[config.mk]
export PLATFORM = sky130hd
export DESIGN_NAME = rom_mac_sequencer
export DESIGN_NICKNAME = d
export VERILOG_FILES = /design/src/rtl/rom_mac_sequencer.sv
export SDC_FILE = /design/constraint.sdc
export NUM_CORES = 1
export LEC_CHECK = 0
export ABC_AREA = 1
export CORE_UTILIZATION = 60
export CTS_CLUSTER_DIAMETER = 50
export DETAILED_ROUTE_END_ITERATION = 6
export PLACE_DENSITY = 0.84
export SYNTH_ARGS = -nofsm -noshare
export SYNTH_HDL_FRONTEND = slang
export SYNTH_SLANG_ARGS = --single-unit
[constraint.sdc]
create_clock -name clk -period 2.7 [get_ports clk]
set_input_delay 0.27 -clock clk [delete_from_list [all_inputs] [get_ports clk]]
set_output_delay 0.27 -clock clk [all_outputs]
set_load 0.05 [all_outputs]
[src/rtl/rom_mac_sequencer.sv]
// rom_mac_sequencer
//   Dot-product engine for two external 16-entry operand ROMs. A start
//   command walks len address pairs from base1/base2 (wrapping modulo 16).
//   It fetches one operand from each ROM per element and multiplies the
//   pair with a SIZE-cycle shift-add engine. The exact product is then
//   accumulated into acc.
//
//   Optional build macro: MAC_SAT_EN
//     defined   - on accumulator overflow acc saturates to all-ones for the
//                 rest of the command; ovf is set.
//     undefined - acc wraps modulo 2^ACC_W; ovf still flags the carry.
//
// Ports
//   clk, rst_n      rising-edge clock, asynchronous active-low reset
//   start           one-cycle command strobe (sampled in IDLE only)
//   base1, base2    first rom1 / rom2 address of the command
//   len             element count, 0..16
//   addr1, addr2    ROM addresses (valid while en1/en2 are high)
//   en1, en2        ROM enables, high only during the fetch cycle
//   opa, opb        ROM data, combinational from addr/en
//   busy            high in every state except IDLE
//   done            one-cycle completion pulse
//   acc             dot-product result, held until the next accepted start
//   ovf             sticky accumulator overflow flag
module rom_mac_sequencer #(
    parameter int SIZE     = 8,
    parameter int LongSize = 2 * SIZE,
    parameter int ACC_W    = 20
) (
    input  logic             clk,
    input  logic             rst_n,
    input  logic             start,
    input  logic [3:0]       base1,
    input  logic [3:0]       base2,
    input  logic [4:0]       len,
    output logic [3:0]       addr1,
    output logic [3:0]       addr2,
    output logic             en1,
    output logic             en2,
    input  logic [SIZE-1:0]  opa,
    input  logic [SIZE-1:0]  opb,
    output logic             busy,
    output logic             done,
    output logic [ACC_W-1:0] acc,
    output logic             ovf
);

    localparam int CNT_W = $clog2(SIZE + 1);
    // The sum is wide enough for either operand plus one carry bit.
    localparam int SUM_W = ((ACC_W > LongSize) ? ACC_W : LongSize) + 1;

    typedef enum logic [2:0] {
        S_IDLE,
        S_FETCH,
        S_MUL,
        S_ACC,
        S_DONE
    } state_e;

    state_e              state_q, state_d;
    logic [3:0]          base1_q, base1_d;
    logic [3:0]          base2_q, base2_d;
    logic [4:0]          len_q, len_d;
    logic [4:0]          idx_q, idx_d;
    logic [LongSize-1:0] shift_opa_q, shift_opa_d;
    logic [SIZE-1:0]     shift_opb_q, shift_opb_d;
    logic [LongSize-1:0] prod_q, prod_d;
    logic [CNT_W-1:0]    cnt_q, cnt_d;
    logic [ACC_W-1:0]    acc_q, acc_d;
    logic                ovf_q, ovf_d;
    logic [3:0]          addr1_q, addr1_d;
    logic [3:0]          addr2_q, addr2_d;
    logic                en_q, en_d;
    logic                busy_q, busy_d;
    logic                done_q, done_d;

    logic [SUM_W-1:0]    sum;
    logic                carry;
    logic [4:0]          next_idx;

    always_comb begin
        // NOTE: every _d gets a default before the case so no path leaves a
        // variable unassigned; otherwise synthesis would infer latches.
        state_d     = state_q;
        base1_d     = base1_q;
        base2_d     = base2_q;
        len_d       = len_q;
        idx_d       = idx_q;
        shift_opa_d = shift_opa_q;
        shift_opb_d = shift_opb_q;
        prod_d      = prod_q;
        cnt_d       = cnt_q;
        acc_d       = acc_q;
        ovf_d       = ovf_q;
        addr1_d     = addr1_q;
        addr2_d     = addr2_q;
        en_d        = 1'b0;
        done_d      = 1'b0;

        sum      = SUM_W'(acc_q) + SUM_W'(prod_q);
        carry    = |sum[SUM_W-1:ACC_W];
        next_idx = idx_q + 5'd1;

        case (state_q)
            S_IDLE: begin
                if (start) begin
                    base1_d = base1;
                    base2_d = base2;
                    len_d   = len;
                    idx_d   = '0;
                    acc_d   = '0;
                    ovf_d   = 1'b0;
                    if (len != 5'd0) begin
                        // Addresses/enable are registered, so they are set up
                        // on the way into FETCH and are valid during it.
                        state_d = S_FETCH;
                        en_d    = 1'b1;
                        addr1_d = base1;
                        addr2_d = base2;
                    end else begin
                        state_d = S_DONE;
                        done_d  = 1'b1;
                    end
                end
            end
            S_FETCH: begin
                shift_opa_d = LongSize'(opa);
                shift_opb_d = opb;
                prod_d      = '0;
                cnt_d       = '0;
                state_d     = S_MUL;
            end
            S_MUL: begin
                if (shift_opb_q[0]) begin
                    prod_d = prod_q + shift_opa_q;
                end
                shift_opa_d = shift_opa_q << 1;
                shift_opb_d = shift_opb_q >> 1;
                cnt_d       = cnt_q + CNT_W'(1);
                if (cnt_q == CNT_W'(SIZE - 1)) begin
                    state_d = S_ACC;
                end
            end
            S_ACC: begin
`ifdef MAC_SAT_EN
                // Once saturated, acc stays pinned for the rest of the command.
                acc_d = (carry || ovf_q) ? '1 : sum[ACC_W-1:0];
`else
                acc_d = sum[ACC_W-1:0];
`endif
                ovf_d = ovf_q | carry;
                idx_d = next_idx;
                if (next_idx == len_q) begin
                    state_d = S_DONE;
                    done_d  = 1'b1;
                end else begin
                    state_d = S_FETCH;
                    en_d    = 1'b1;
                    addr1_d = base1_q + next_idx[3:0];
                    addr2_d = base2_q + next_idx[3:0];
                end
            end
            S_DONE: begin
                state_d = S_IDLE;
            end
            default: begin
                state_d = S_IDLE;
            end
        endcase

        busy_d = (state_d != S_IDLE);
    end

    // NOTE: sequential state uses non-blocking assignments only, so every
    // flop samples its _d value from before the edge regardless of order.
    // NOTE: all state, including the datapath shift registers, is cleared by
    // reset so an aborted command leaves nothing behind.
    always_ff @(posedge clk or negedge rst_n) begin
        if (!rst_n) begin
            state_q     <= S_IDLE;
            base1_q     <= '0;
            base2_q     <= '0;
            len_q       <= '0;
            idx_q       <= '0;
            shift_opa_q <= '0;
            shift_opb_q <= '0;
            prod_q      <= '0;
            cnt_q       <= '0;
            acc_q       <= '0;
            ovf_q       <= 1'b0;
            addr1_q     <= '0;
            addr2_q     <= '0;
            en_q        <= 1'b0;
            busy_q      <= 1'b0;
            done_q      <= 1'b0;
        end else begin
            state_q     <= state_d;
            base1_q     <= base1_d;
            base2_q     <= base2_d;
            len_q       <= len_d;
            idx_q       <= idx_d;
            shift_opa_q <= shift_opa_d;
            shift_opb_q <= shift_opb_d;
            prod_q      <= prod_d;
            cnt_q       <= cnt_d;
            acc_q       <= acc_d;
            ovf_q       <= ovf_d;
            addr1_q     <= addr1_d;
            addr2_q     <= addr2_d;
            en_q        <= en_d;
            busy_q      <= busy_d;
            done_q      <= done_d;
        end
    end

    assign addr1 = addr1_q;
    assign addr2 = addr2_q;
    assign en1   = en_q;
    assign en2   = en_q;
    assign busy  = busy_q;
    assign done  = done_q;
    assign acc   = acc_q;
    assign ovf   = ovf_q;

endmodule

After elaboration in Yosys (flattened, before gate mapping). Index checks and enable logic that the tools add are counted.

Register bits: 97. Input bits: 32.

Reductions and logical operators: 9. Mux-type cells: 32. $add $sub $neg: 6. Equal/unequal tests: 9. Bitwise operators: 1.

Operators with widths (count): $pmux 16 s2 (2); $pmux 20 s2 (1); $mux 4 (6); $pmux 4 s2 (3); $add 20x16->21 (1); $mux 20 (1); $add 16x16->16 (1); $mux 16 (1); $pmux 8 s2 (1); $mux 3 (4); $pmux 3 s4 (1); $pmux 5 s2 (1); $add 4x4->4 (2); $ne 2x2->1 const B (4); $mux 1 (7); $eq 3x2->1 const B (2); $pmux 1 s2 (3); $reduce_and 2->1 (3); $add 5x1->5 const B (1); $eq 5x5->1 (1); $mux 5 (1); $reduce_bool 5->1 (1); $add 4x1->4 const B (1); $eq 4x3->1 const B (1); 6 further kinds (7).

Longest topological paths before layout.
Depth in word-level cells: 5. Gate-level depth with buffers: 14.

Worst setup path after synthesis. Ideal clock, no wire load.

Path type: register to register. Start: reg acc_q[0], in the netlist acc[0]. End: reg acc_q[10], in the netlist acc[10]. Path slack: 637 ps. Required time: 2617 ps. Arrival: 1981 ps. Library setup time: 83 ps. Clock period less this slack: 2063 ps. Cell stages (with the launch flop): 12. Cell sequence: dfrtp_1 -> ha_1 -> fa_1 -> nand3_1 -> nand3_1 -> nand2_1 -> nand2_1 -> nand2_1 -> nand3_1 -> nand2_1 -> nand2_1 -> o21ai_0.

Cells in the longest elaborated chain, start to end: 2.

Ends and longest elaborated chain: from (decl) (line 69) `logic [ACC_W-1:0] acc_q, acc_d;`; from (signal assigned) (line 189) `acc_q <= '0;`; from (signal assigned) (line 206) `acc_q <= acc_d;`; $add 20x16->21 (line 100) `sum = SUM_W'(acc_q) + SUM_W'(prod_q);`; $pmux 20 s2 (line 104) `case (state_q)`.

No other way between the ends. A chain may end at the register's enable or synchronous reset.

Worst setup path in the final report.
Start: reg prod_q[0]. End: reg prod_q[12].

Cells in the longest elaborated chain, start to end: 3.

Ends and longest elaborated chain: from (decl) (line 67) `logic [LongSize-1:0] prod_q, prod_d;`; from (signal assigned) (line 204) `prod_q <= prod_d;`; $add 16x16->16 (line 135) `prod_d = prod_q + shift_opa_q;`; $mux 16 (line 134) `if (shift_opb_q[0]) begin`; $pmux 16 s2 (line 104).

No other way between the ends. The select of a mux whose other input is x is not followed.

==> qor.yml <==
outcome: "finished clean"
synth_top_cell_by_area: "dfrtp_1"
ys_ff_latch: 97
cpLargestDelayFamily: "simple AND/OR/NAND/NOR gates"
insertion_delay_ps: 380
cp_max_fo: 3
p_sw_frac: 0.4861
yosys_warnings: 0
syn_area_um2: 6052
num_io_pins: 65
final_core_util: 0.7162
antenna_left: 0
power.density_nw_per_um2: 1059
power.switching_uw: 3602
max_freq_mhz: 484.4
worst_path_largest_cell_delay_ps: 420
syn_nets: 906
wirelength_um: 14400
required_ps: 3020
synthFlopType: "dfrtp_1"
ir_drop_mv: 0.6962
core_area_um2: 9774
hp-class: "input pin to asynchronous set/reset pin"
slowest_stage: "dfrtp_1"
grt_start_max_net_pins: 89
synth_edf_count: 0
drv_cap: 0
synth_most_common_cell: "nand2_1"
register_area_um2: 2427
startpoint_type: "flop"
numCtsBuffers: 9
dieHeight_um: 102.4
max_slew_margin: 0.2598
path_class: "flop to flop"
fin_tns_setup_ps: 0
fin_nets: 970
end_kind: "flop"
grt_antenna_before_repair: 0
finalCritPeriodShare: 0.7646
crit_top_cell: "nand2_1"
r2r_start: "prod_q[0]"
cts_tree: "done"
clockPowerShare: 0.139
avgSynthCellArea_um2: 7.283
dpl-instance-area_um2: 6787
hpwl_um: 10770
cts_buffer_depth: 2
syn_to_final_growth_pct: 15.67
gp_congestion: 0.9240
design_area_um2: 7000
final_cells: 1033
ys_types: 37
grt_pass1_wl_um: 24580
dieArea_um2: 10490
total_leakage_power_uw: 0.003730
cp_num_buf_inv: 1
cts_root_buf: "clkbuf_8"
rsz0062_at_grt: "false"
setup_violations: 0
grt_overflow_total: 0
dp_cells: 1017
multiInputGateArea_um2: 3177
fin_skew_ps: 9.369
drive_gt1_frac: 0.04111
drt_first_pass_iters: 5
port_buffers: 64
wl_per_cell_um: 13.94
grtUsageTotal: 0.3017
cts_sinks: 97
first_global_vias: 5395
comb_power_share: 0.529
h-tree-depth: 3
via_per_inst: 5.431
ctsResizeCount: 0
seqPwrFrac: 0.332
fillers: 817
syn-instance-count: 831
power.internal_uw: 3808
worst_pin_slew_ps: 1110
clk_pin_slew_ps: 90
postCtsSetupRepairBufs: 0
ys_seq_area_frac: 0.4011
fp-row-count: 36
num_antenna_cells: 0
slew_viol_final: 0
drc: 0
arrival_ps: 2380
synthTopCellsByCount: "nand2_1, dfrtp_1, inv_1"
period_minus_slack_ps: 2065
critical_path.startpoint: "prod_q[0]"
crit_chain: "ha_1 > fa_1 > nand2_1 > inv_1 > o21ai_0 > nand2_1 > nand2_1 > nand2_1 > nand2_1 > nand2_1 > nand2_1 > nand3_1 > nand2_1"
synth-async-reset-ratio: 1.000
drt_iter0_drc: 245
num_vias: 5610
synth_top_cells_by_area: "dfrtp_1, nand2_1, ha_1"
cts_hold_buf: 0
die_w_um: 102.4
finalHoldViolations: 0
initial_core_util: 0.6192
yosysTopAreaCellShare: 0.4011
-- final timing paths --
check	cells after the start	to	slack, ps
max	13	prod_q[12]	640
min	1	prod_q[11]	90
max reg2reg	13	prod_q[12]	640
min reg2reg	1	cnt_q[3]	480
max in group asynchronous	2	base2_q[1]	1870
min in group clk	3	shift_opb_q[4]	450
-- stage by stage --
stage	power, µW	hold slack [ps]	worst slack, ps
after detailed placement	6355	465.2	679.1
after global routing	8018	189.7	375.7
final	7410	88.31	635.5
after global placement	6219	460.0	725.6
after floorplan	5319	-25.59	636.8
after CTS	7405	142.4	648.9
-- registers in the layout (all words and copies together), names as in the netlist --
name,cells
acc,20
prod_q,16
shift_opa_q,16
shift_opb_q,8
idx_q,5
len_q,5
addr1,4
addr2,4
base1_q,4
base2_q,4
cnt_q,4
state_q,3
busy,1
done,1
en1,1
ovf,1
-- logic make-up (layout without fill, tap and decap cells) --
family,Yosys count,count (layout),synth area share
and+or+nand+nor,462,462,0.3116
AOI/OAI and AO/OA,119,119,0.1137
buffers and inverters,106,175,0.07401
DFF,97,97,0.4011
adders and majority gates,43,43,0.09386
xor gates and xnor gates,4,4,0.005790
-- layer usage --
layer,GRT usage,share of wire,vias to the layer above
li1,-,-,2829
met2,0.5010,0.49,164
met3,0.05746,0.050,32
met5,0,0,-
met1,0.3877,0.44,2585
met4,0.1231,0.025,0
-- placed cells by master, fill, tap and decap left out, types with 2 or more instances in the layout --
master           synthesis  layout
o21ai_0                 40      40
nor2_1                  57      57
o21bai_1                 5       5
inv_1                   85      85
nand2_1                328     328
buf_4                    5       6
inv_2                    4       4
nand2_2                  4       4
nor3_1                   4       4
nor2_2                   3       3
nand4_1                  8       8
nand3_1                 49      49
nand3b_1                 3       3
a22o_1                   5       5
o221ai_1                 7       7
o211ai_1                 2       2
a21oi_1                 38      38
ha_1                    39      39
o21ai_1                  8       8
fa_1                     4       4
o22ai_1                 10      10
dfrtp_1                 97      97
clkbuf_8                 0      11
clkdlybuf4s50_1          0      63
and3_1                   2       2
xnor2_1                  3       3
-- area by class of cell --
type                            count  share of cell area
Clock inverter                      4            0.008400
Timing Repair Buffer               69             0.09651
Tap cell                          133             0.02377
Sequential cell                    97              0.3467
Multi-Input combinational cell    628              0.4538
Inverter                           90             0.04861
Clock buffer                       12             0.02216
-- power groups by stage --
stage          registers, µW  logic (µW)  clock network (µW)
3_5_place_dp            2470        3880                   0
6_report                2460        3920                1030
5_1_grt                 2520        4380                1110
4_1_cts                 2460        3910                1040
3_3_place_gp            2460        3760                   0
2_1_floorplan           2890        2430                   0
Power figures use the tool's default switching activity.
